[src/rtl/mem_pkg.sv]
// Shared definitions for the byte-serial memory path: access size codes,
// sequencer states and the size-to-byte-count helper.
package mem_pkg;

    localparam logic [1:0] SZ_BYTE = 2'b00;
    localparam logic [1:0] SZ_HALF = 2'b01;
    localparam logic [1:0] SZ_WORD = 2'b10;

    typedef enum logic [2:0] {
        ST_IDLE,
        ST_WR,
        ST_RD,
        ST_RD_LAST,
        ST_DONE
    } seq_state_e;

    // Reserved size code 2'b11 is handled as a full word.
    function automatic logic [2:0] bytes_per_size(input logic [1:0] size);
        case (size)
            SZ_BYTE: return 3'd1;
            SZ_HALF: return 3'd2;
            default: return 3'd4;
        endcase
    endfunction

endpackage

[src/rtl/mem_load_ext.sv]
// Sign/zero extension of an assembled little-endian load word.
// Shared with the core load path, so it stays purely combinational.
module mem_load_ext
    import mem_pkg::*;
(
    input  logic [31:0] word_i,
    input  logic [1:0]  size_i,
    input  logic        unsigned_i,
    output logic [31:0] data_o
);

    // Widen byte/half results; words (and the reserved code) pass through.
    always_comb begin
        data_o = word_i;
        case (size_i)
            SZ_BYTE: data_o = {{24{~unsigned_i & word_i[7]}}, word_i[7:0]};
            SZ_HALF: data_o = {{16{~unsigned_i & word_i[15]}}, word_i[15:0]};
            default: data_o = word_i;
        endcase
    end

endmodule

[src/rtl/ram_word_sequencer.sv]
// Breaks one 32-bit load/store into single-byte accesses on a byte-wide
// synchronous RAM (1-cycle read latency), little-endian, with load extension.
//
// state      | meaning
// -----------+------------------------------------------------------------
// ST_IDLE    | ready for a request; RAM port quiet
// ST_WR      | presenting one write byte per cycle, base+0 .. base+N-1
// ST_RD      | presenting read addresses; collecting the byte from last cycle
// ST_RD_LAST | no new address; collecting the final byte, updating rdata_o
// ST_DONE    | one-cycle done_o pulse, not ready
module ram_word_sequencer
    import mem_pkg::*;
#(
    parameter int ADDR_WIDTH = 12
) (
    input  logic                  clk_i,
    input  logic                  rst_ni,
    input  logic                  req_i,
    input  logic                  we_i,
    input  logic [31:0]           addr_i,
    input  logic [1:0]            size_i,
    input  logic                  unsigned_i,
    input  logic [31:0]           wdata_i,
    output logic                  ready_o,
    output logic                  done_o,
    output logic [31:0]           rdata_o,
    output logic [ADDR_WIDTH-1:0] ram_addr_o,
    output logic [7:0]            ram_din_o,
    output logic                  ram_we_o,
    input  logic [7:0]            ram_dout_i
);

    localparam logic [ADDR_WIDTH-1:0] ADDR_INC = ADDR_WIDTH'(1);

    seq_state_e  state;
    logic [1:0]  cnt;
    logic [1:0]  size_q;
    logic        unsigned_q;
    logic [23:0] wdata_q;
    logic [31:0] asm_q;

    logic [2:0]  n_bytes;
    logic [1:0]  last_idx;
    logic [1:0]  slot;
    logic [31:0] asm_merged;
    logic [31:0] ext_word;
    logic        unused_bits;

    assign n_bytes  = bytes_per_size(size_q);
    assign last_idx = n_bytes[1:0] - 2'd1;

    // Upper request address bits are outside the attached RAM and dropped.
    assign unused_bits = ^{addr_i[31:ADDR_WIDTH], n_bytes[2]};

    // RAM data lags the address by one cycle, so in ST_RD the byte arriving
    // now belongs to the previous counter value.
    assign slot = (state == ST_RD_LAST) ? cnt : cnt - 2'd1;

    // Merge the byte currently on ram_dout_i into the assembly word.
    always_comb begin
        asm_merged = asm_q;
        asm_merged[8*slot +: 8] = ram_dout_i;
    end

    mem_load_ext u_load_ext (
        .word_i     (asm_merged),
        .size_i     (size_q),
        .unsigned_i (unsigned_q),
        .data_o     (ext_word)
    );

    // Sequencer FSM; every RAM-side output is registered here.
    always_ff @(posedge clk_i or negedge rst_ni) begin
        if (!rst_ni) begin
            state      <= ST_IDLE;
            cnt        <= 2'd0;
            size_q     <= SZ_BYTE;
            unsigned_q <= 1'b0;
            wdata_q    <= '0;
            asm_q      <= '0;
            ready_o    <= 1'b1;
            done_o     <= 1'b0;
            rdata_o    <= '0;
            ram_addr_o <= '0;
            ram_din_o  <= '0;
            ram_we_o   <= 1'b0;
        end else begin
            case (state)
                ST_IDLE: begin
                    if (req_i) begin
                        cnt        <= 2'd0;
                        size_q     <= size_i;
                        unsigned_q <= unsigned_i;
                        asm_q      <= '0;
                        ready_o    <= 1'b0;
                        ram_addr_o <= addr_i[ADDR_WIDTH-1:0];
                        if (we_i) begin
                            // First byte goes out in the cycle right after acceptance.
                            ram_we_o  <= 1'b1;
                            ram_din_o <= wdata_i[7:0];
                            wdata_q   <= wdata_i[31:8];
                            state     <= ST_WR;
                        end else begin
                            state <= ST_RD;
                        end
                    end
                end
                ST_WR: begin
                    if (cnt == last_idx) begin
                        ram_we_o <= 1'b0;
                        done_o   <= 1'b1;
                        state    <= ST_DONE;
                    end else begin
                        cnt        <= cnt + 2'd1;
                        ram_addr_o <= ram_addr_o + ADDR_INC;
                        ram_din_o  <= wdata_q[7:0];
                        wdata_q    <= {8'h00, wdata_q[23:8]};
                    end
                end
                ST_RD: begin
                    if (cnt != 2'd0) begin
                        asm_q <= asm_merged;
                    end
                    if (cnt == last_idx) begin
                        state <= ST_RD_LAST;
                    end else begin
                        cnt        <= cnt + 2'd1;
                        ram_addr_o <= ram_addr_o + ADDR_INC;
                    end
                end
                ST_RD_LAST: begin
                    asm_q   <= asm_merged;
                    rdata_o <= ext_word;
                    done_o  <= 1'b1;
                    state   <= ST_DONE;
                end
                ST_DONE: begin
                    done_o  <= 1'b0;
                    ready_o <= 1'b1;
                    state   <= ST_IDLE;
                end
                default: begin
                    ram_we_o <= 1'b0;
                    done_o   <= 1'b0;
                    ready_o  <= 1'b1;
                    state    <= ST_IDLE;
                end
            endcase
        end
    end

endmodule

[config.mk]
export PLATFORM = sky130hd
export DESIGN_NAME = ram_word_sequencer
export DESIGN_NICKNAME = d
export VERILOG_FILES = /design/src/rtl/mem_pkg.sv /design/src/rtl/mem_load_ext.sv /design/src/rtl/ram_word_sequencer.sv
export SDC_FILE = /design/constraint.sdc
export NUM_CORES = 1
export LEC_CHECK = 0
export ABC_AREA = 1
export CAP_MARGIN = 20
export CORE_MARGIN = 2
export CORE_UTILIZATION = 25
export DETAILED_ROUTE_END_ITERATION = 8
export PLACE_DENSITY = 0.5
export SLEW_MARGIN = 20
export SYNTH_ARGS = -nofsm -noshare
export SYNTH_HDL_FRONTEND = slang
export SYNTH_SLANG_ARGS = --single-unit
[constraint.sdc]
create_clock -name clk_i -period 5.3 [get_ports clk_i]
set_input_delay 1.06 -clock clk_i [delete_from_list [all_inputs] [get_ports clk_i]]
set_output_delay 1.06 -clock clk_i [all_outputs]
set_load 0.02 [all_outputs]
* Word level (Yosys, flattened, before mapping)
Index checks and enable logic that the tools add are counted.
Widths: inputs -> output; s select.
** Word-level totals
- Register bits :: 119
- Output and inout bits :: 55
- Bits of input ports :: 79
** Cells by class
- Bitwise logic cells :: 6
- Mux-type cells :: 34
- Shift operators :: 2
- Equal/unequal tests :: 13
- Reductions and logical operators :: 18
- $add $sub $neg :: 5
** Operators with widths (number)
- $pmux 32 s3 :: 1
- $mux 24 :: 3
- $mux 32 :: 2
- $pmux 32 s2 :: 1
- $pmux 24 s2 :: 1
- $neg 5->34 :: 1
- $shift 8x34->32 const A :: 1
- $shiftx 8x34->32 :: 1
- $bwmux 32 :: 1
- $mux 12 :: 2
- $mux 8 :: 3
- $pmux 12 s2 :: 1
- $pmux 8 s2 :: 1
- $ne 2x2->1 const B :: 7
- $add 12x1->12 const B :: 1
- $pmux 3 s4 :: 1
- $mux 3 :: 3
- $reduce_and 3->1 :: 3
- $mux 2 :: 4
- $pmux 2 s2 :: 2
- $reduce_and 4->1 :: 2
- $eq 3x2->1 const B :: 2
- $pmux 1 s3 :: 2
- $reduce_and 2->1 :: 3
- other kinds (16) :: 29

* Logic depth before layout (Yosys ltp)
- Depth in word-level cells :: 7
- Mapped depth :: 19
- Depth with buffers taken out :: 16

* Modules after synthesis
A second synthesis with hierarchy kept.
** Second synthesis, totals
- Cells, all modules :: 907
- Area, all modules :: 6481.2 um^2
** Modules (own cells, without submodules)
- ram_word_sequencer :: cells an instance 836, instances 1, area each 6077.1 um^2
- mem_load_ext :: cells an instance 71, instances 1, area each 404.1 um^2

* Worst setup path before layout
Ideal clock, no wire load.
- Path kind :: reg-to-reg
- Start :: register cnt[0]
- End :: register rdata_o[29]
- Stages on the path, launching flop included :: 20
- Library setup time :: 71 ps
- Buffers on the path :: 4
- Period minus slack after synthesis :: 2567 ps
- Required time :: 5229 ps
- Slack :: 2733 ps
- Data arrival time :: 2496 ps
- Cell sequence :: dfrtp_1 > inv_1 > ha_1 > inv_1 > nand2_1 > nand2_1 > buf_2 > buf_2 > ha_1 > clkbuf_1 > inv_1 > nand2_1 > nor2_1 > nand2_1 > o21ai_2 > nand3_2 > nand2_2 > buf_6 > nor2_1 > nor2_1
** On the way
- Cells in the longest elaborated chain, start to end :: 7
- Elaborated cells on any way between the ends :: 9
- Those cells by class :: add/sub (2); shift (2); mux (3); bitwise (2)
** RTL lines
- start, declared :: RTL line ram_word_sequencer.sv:36 : logic [1:0] cnt;
- start signal, assigned :: RTL line ram_word_sequencer.sv:114 : cnt <= cnt + 2'd1;
- start signal, assigned :: RTL line ram_word_sequencer.sv:127 : cnt <= cnt + 2'd1;
- $sub 2x1->2 :: RTL line ram_word_sequencer.sv:57 : assign slot = (state == ST_RD_LAST) ? cnt : cnt - 2'd1;
- $mux 2 * :: RTL line ram_word_sequencer.sv:57
- $neg 5->34 * :: RTL line ram_word_sequencer.sv:62 : asm_merged[8*slot +: 8] = ram_dout_i;
- $shiftx 8x34->32 or $shift 8x34->32 (tied branches) :: RTL line ram_word_sequencer.sv:62
- $bwmux 32 * :: RTL line ram_word_sequencer.sv:62
- $and 1x1->1 (on tied branches) :: RTL line mem_load_ext.sv:17, mem_load_ext.sv:16
- $pmux 32 s2 * :: RTL line mem_load_ext.sv:15 : case (size_i)
- end signal, assigned :: RTL line ram_word_sequencer.sv:133 : rdata_o <= ext_word;
- end, declared :: RTL line ram_word_sequencer.sv:26 : output logic [31:0] rdata_o,
Every way passes the cells marked *; elsewhere a longest branch is shown, timed or not.
A chain may end at the register's enable or synchronous reset.

* Final worst setup path
- Start :: register state[2]
- End :: register rdata_o[27]
** On the way
- Cells in the longest elaborated chain, start to end :: 7
- Elaborated cells on any way between the ends :: 9
- Those cells by class :: add/sub (1); eq/ne (1); shift (2); mux (3); bitwise (2)
** RTL lines
- start, declared :: RTL line ram_word_sequencer.sv:35 : seq_state_e state;
- start signal, assigned :: RTL line ram_word_sequencer.sv:75 : state <= ST_IDLE;
- start signal, assigned :: RTL line ram_word_sequencer.sv:102 : state <= ST_WR;
- start signal, assigned :: RTL line ram_word_sequencer.sv:104 : state <= ST_RD;
- $eq 3x2->1 * :: RTL line ram_word_sequencer.sv:57, ram_word_sequencer.sv:88
- $mux 2 :: RTL line ram_word_sequencer.sv:57
- $neg 5->34 :: RTL line ram_word_sequencer.sv:62
- $shiftx 8x34->32 or $shift 8x34->32 (tied branches) :: RTL line ram_word_sequencer.sv:62
- $bwmux 32 :: RTL line ram_word_sequencer.sv:62
- $and 1x1->1 (on tied branches) :: RTL line mem_load_ext.sv:17, mem_load_ext.sv:16
- $pmux 32 s2 :: RTL line mem_load_ext.sv:15
Marks and branches as above.

==> impl_metrics.py <==
metrics = {
    "hold_path": {
        "hp-class": "reg2reg",
        "min_to": "rdata_o[2]",
        "min_from": "rdata_o[2]",
        "hold_depth": 2,
    },
    "sta": {
        "hold_viol_final": 0,
        "whs_ns": 0.477,
        "finalCritPeriodShare_pct": 62.1,
        "fin_skew_ns": 0.0132,
        "setup_viol": 0,
        "tightest_slew_ns": 0.879,
        "period_needed_ns": 3.29,
        "fmax_ghz": 0.304,
        "fin_setup_tns_ns": 0,
        "slew_violations": 0,
        "rsz0062_at_grt": "no",
        "max-slew-margin-rel_pct": 41.2,
    },
    "synth": {
        "seq_area_frac_synth_pct": 49.4,
        "synth-seq-cells": 119,
        "synth.area.mux_share_pct": 0,
        "async_reset_ff_share_pct": 100,
        "synth_commonest_cells": "213 x nand2_1, 118 x dfrtp_1, 84 x nor2_1",
        "synth_cells": 790,
        "synth-simple-area-share_pct": 27.2,
        "synthAdderAreaFrac_pct": 1.04,
        "yosys.area.top_type": "dfrtp_1",
        "synth_ff_type": "dfrtp_1",
        "yosys_warnings": 0,
        "synth_edf_count": 0,
        "synthTopCellsByArea": "dfrtp_1 49%, nand2_1 13%, o21ai_0 6.3%, nand3_1 6.1%, nor2_1 5.2%",
        "avgSynthCellArea_um2": 7.64,
        "synth.most_common_cell": "nand2_1",
        "syn_area_mm2": 0.00603,
        "synth_top_family_by_area": "simple AND/OR/NAND/NOR gates",
        "ys_types": 34,
        "synth_top_area_share_pct": 48.9,
        "synth-xor-area-share_pct": 0.436,
        "syn-num-nets": 874,
        "synth_compound_area_share_pct": 13.4,
    },
    "global_routing": {
        "grt_pass1_wl_um": 27000,
        "overflow": 0,
        "grt_max_degree": 50,
        "grt_pass1_vias": 5343,
        "grt_antenna_before_repair": 0,
        "grt_usage_pct": 13.1,
    },
    "clock_network": {
        "cts_buffers": 17,
        "cts_tree": "built",
        "cts_setup_buffers": 0,
        "cts_buffer_depth": 2,
        "cts-root-buf": "clkbuf_16",
        "htree_levels": 4,
        "post_cts_resized": 0,
        "cts.sinks": 119,
        "clk_pin_slew_worst_paths_ns": 0.06,
        "cts_hold_buf": 0,
        "clk_latency_ns": 0.43,
    },
    "pwr": {
        "total_power_mw": 5.16,
        "peakVddDrop_mv": 0.227,
        "p_leak_nw": 3.61,
        "power.density_mw_per_mm2": 648,
    },
    "drt": {
        "wirelength_um": 16200,
        "wl_per_cell_um": 13.3,
        "vias_per_cell": 4.41,
        "vias": 5373,
        "drt.antenna.violating_nets": 0,
        "drc": 0,
        "first_pass_iters": 4,
        "drt_iter0_drc": 321,
    },
    "final_layout": {
        "final_cells": 1217,
        "final_cell_area_mm2": 0.00796,
        "drive_above_1_share_pct": 6.01,
        "finalNetCount": 970,
        "diodes": 0,
        "num-fill-cells": 2584,
        "areaGrowthSynthToFinish_pct": 32.0,
    },
    "floorplanning": {
        "die_area_mm2": 0.0254,
        "initial_core_util_pct": 25.6,
        "die_y_um": 159,
        "row_count": 56,
        "coreArea_mm2": 0.0236,
        "io_pins": 134,
        "die_width_um": 159,
    },
    "place": {
        "hpwl_um": 11000,
        "dp.cells": 1186,
        "io_buffers": 113,
        "place_congestion": 0.761,
        "place_area_mm2": 0.00740,
    },
    "critical_path": {
        "r2r_setup_slack_ns": 2.01,
        "rr_startpoint": "state[2]",
        "reg2reg_depth": 14,
        "path_max_fanout": 21,
        "setup.worst_path.end_class": "register",
        "critPathKind": "reg2reg",
        "start_kind": "register",
        "arrival_ns": 3.64,
        "required_ns": 5.65,
        "rr_endpoint": "rdata_o[27]",
    },
    "run_status": {
        "status": "finished, final reports clean",
    },
    "run": {
        "drv_cap": 0,
    },
}
[sequential cells by signal (all words and copies together), names as in the netlist, 2 cells and up]
register and cells:
cnt 2, wdata_q 24, size_q 2, ram_addr_o 12, asm_q 32, ram_din_o 8
state 3, rdata_o 32
[power breakdown]
group / total [mW] / switching [mW] / internal [mW]
logic: 2.54 / 1.64 / 0.899
registers: 1.51 / 0.224 / 1.29
clock network: 1.11 / 0.442 / 0.664
[worst max-delay path: stages, from the launching register on]
cell and delay (ns):
dfrtp_1 0.43, inv_1 0.10, nand3_1 0.07, buf_4 0.25
nand2_1 0.08, nand2_1 0.07, buf_4 0.22, clkinv_1 0.28
ha_1 0.72, nand2_1 0.10, nand2_1 0.16, nand3_2 0.22
nand2_2 0.32, nor2_1 0.09, nor2_1 0.10
[metal layers]
metal / wire [um] / up-vias / track usage, %
li1: - / 2747 / -
met1: 7670 / 2501 / 16.9
met2: 7570 / 110 / 21.5
met3: 720 / 15 / 3.10
met4: 231 / 0 / 4.71
met5: 0 / - / 0
[placed cells by master, fill, tap and decap left out, drive strengths merged]
master | Yosys | layout
nand2 | 218 | 218
dfrtp | 118 | 118
clkdlybuf4s50 | 0 | 112
nor2 | 85 | 85
o21ai | 83 | 83
inv | 79 | 78
nand3 | 76 | 76
a21oi | 27 | 27
clkbuf | 15 | 19
o211ai | 17 | 17
clkinv | 2 | 12
nand4 | 9 | 9
o21a | 8 | 8
buf | 28 | 8
nor3 | 7 | 7
ha | 5 | 5
o22ai | 3 | 3
xor2 | 2 | 2
a31oi | 2 | 2
clkinvlp | 0 | 2
xnor2 | 1 | 1
a22oi | 1 | 1
or2 | 1 | 1
o31ai | 1 | 1
a21boi | 1 | 1
bufinv | 0 | 1
dfstp | 1 | 1
[how the worst max path moves through the flow]
| stage | depth (start not counted) | slack [ns] | end | startpoint |
|---|---|---|---|---|
| 6_report | 14 | 2.01 | rdata_o[27] | state[2] |
| 5_1_grt | 14 | 1.52 | rdata_o[17] | state[2] |
| 4_1_cts | 14 | 1.93 | rdata_o[27] | state[2] |
| 3_5_place_dp | 14 | 1.95 | rdata_o[27] | state[2] |
| 3_3_place_gp | 14 | 2.01 | rdata_o[31] | state[2] |
| 2_1_floorplan | 19 | 2.73 | rdata_o[29] | cnt[0] |
[final cells by class]
| class | instances | area [um2] | area share (%) |
|---|---|---|---|
| Sequential cell | 119 | 2980 | 37.4 |
| Multi-Input combinational cell | 547 | 2540 | 31.9 |
| Timing Repair Buffer | 120 | 1180 | 14.8 |
| Clock buffer | 19 | 453 | 5.69 |
| Tap cell | 319 | 399 | 5.01 |
| Inverter | 81 | 304 | 3.82 |
| Clock inverter | 12 | 105 | 1.32 |
[kinds of logic after synthesis]
| kind of cell | after synthesis |
|---|---|
| and+or+nand+nor | 396 |
| AOI/OAI and AO/OA | 143 |
| buffers and inverters | 124 |
| DFF | 119 |
| adders and majority gates | 5 |
| xor gates and xnor gates | 3 |
[metrics by stage]
step	util, %	setup slack, ns
after CTS	33.7	1.93
final	33.7	2.01
after floorplan	-	2.73
after global routing	33.7	1.52
after global placement	31.4	2.01
after detailed placement	31.4	1.95
Power figures use the tool's default switching activity.
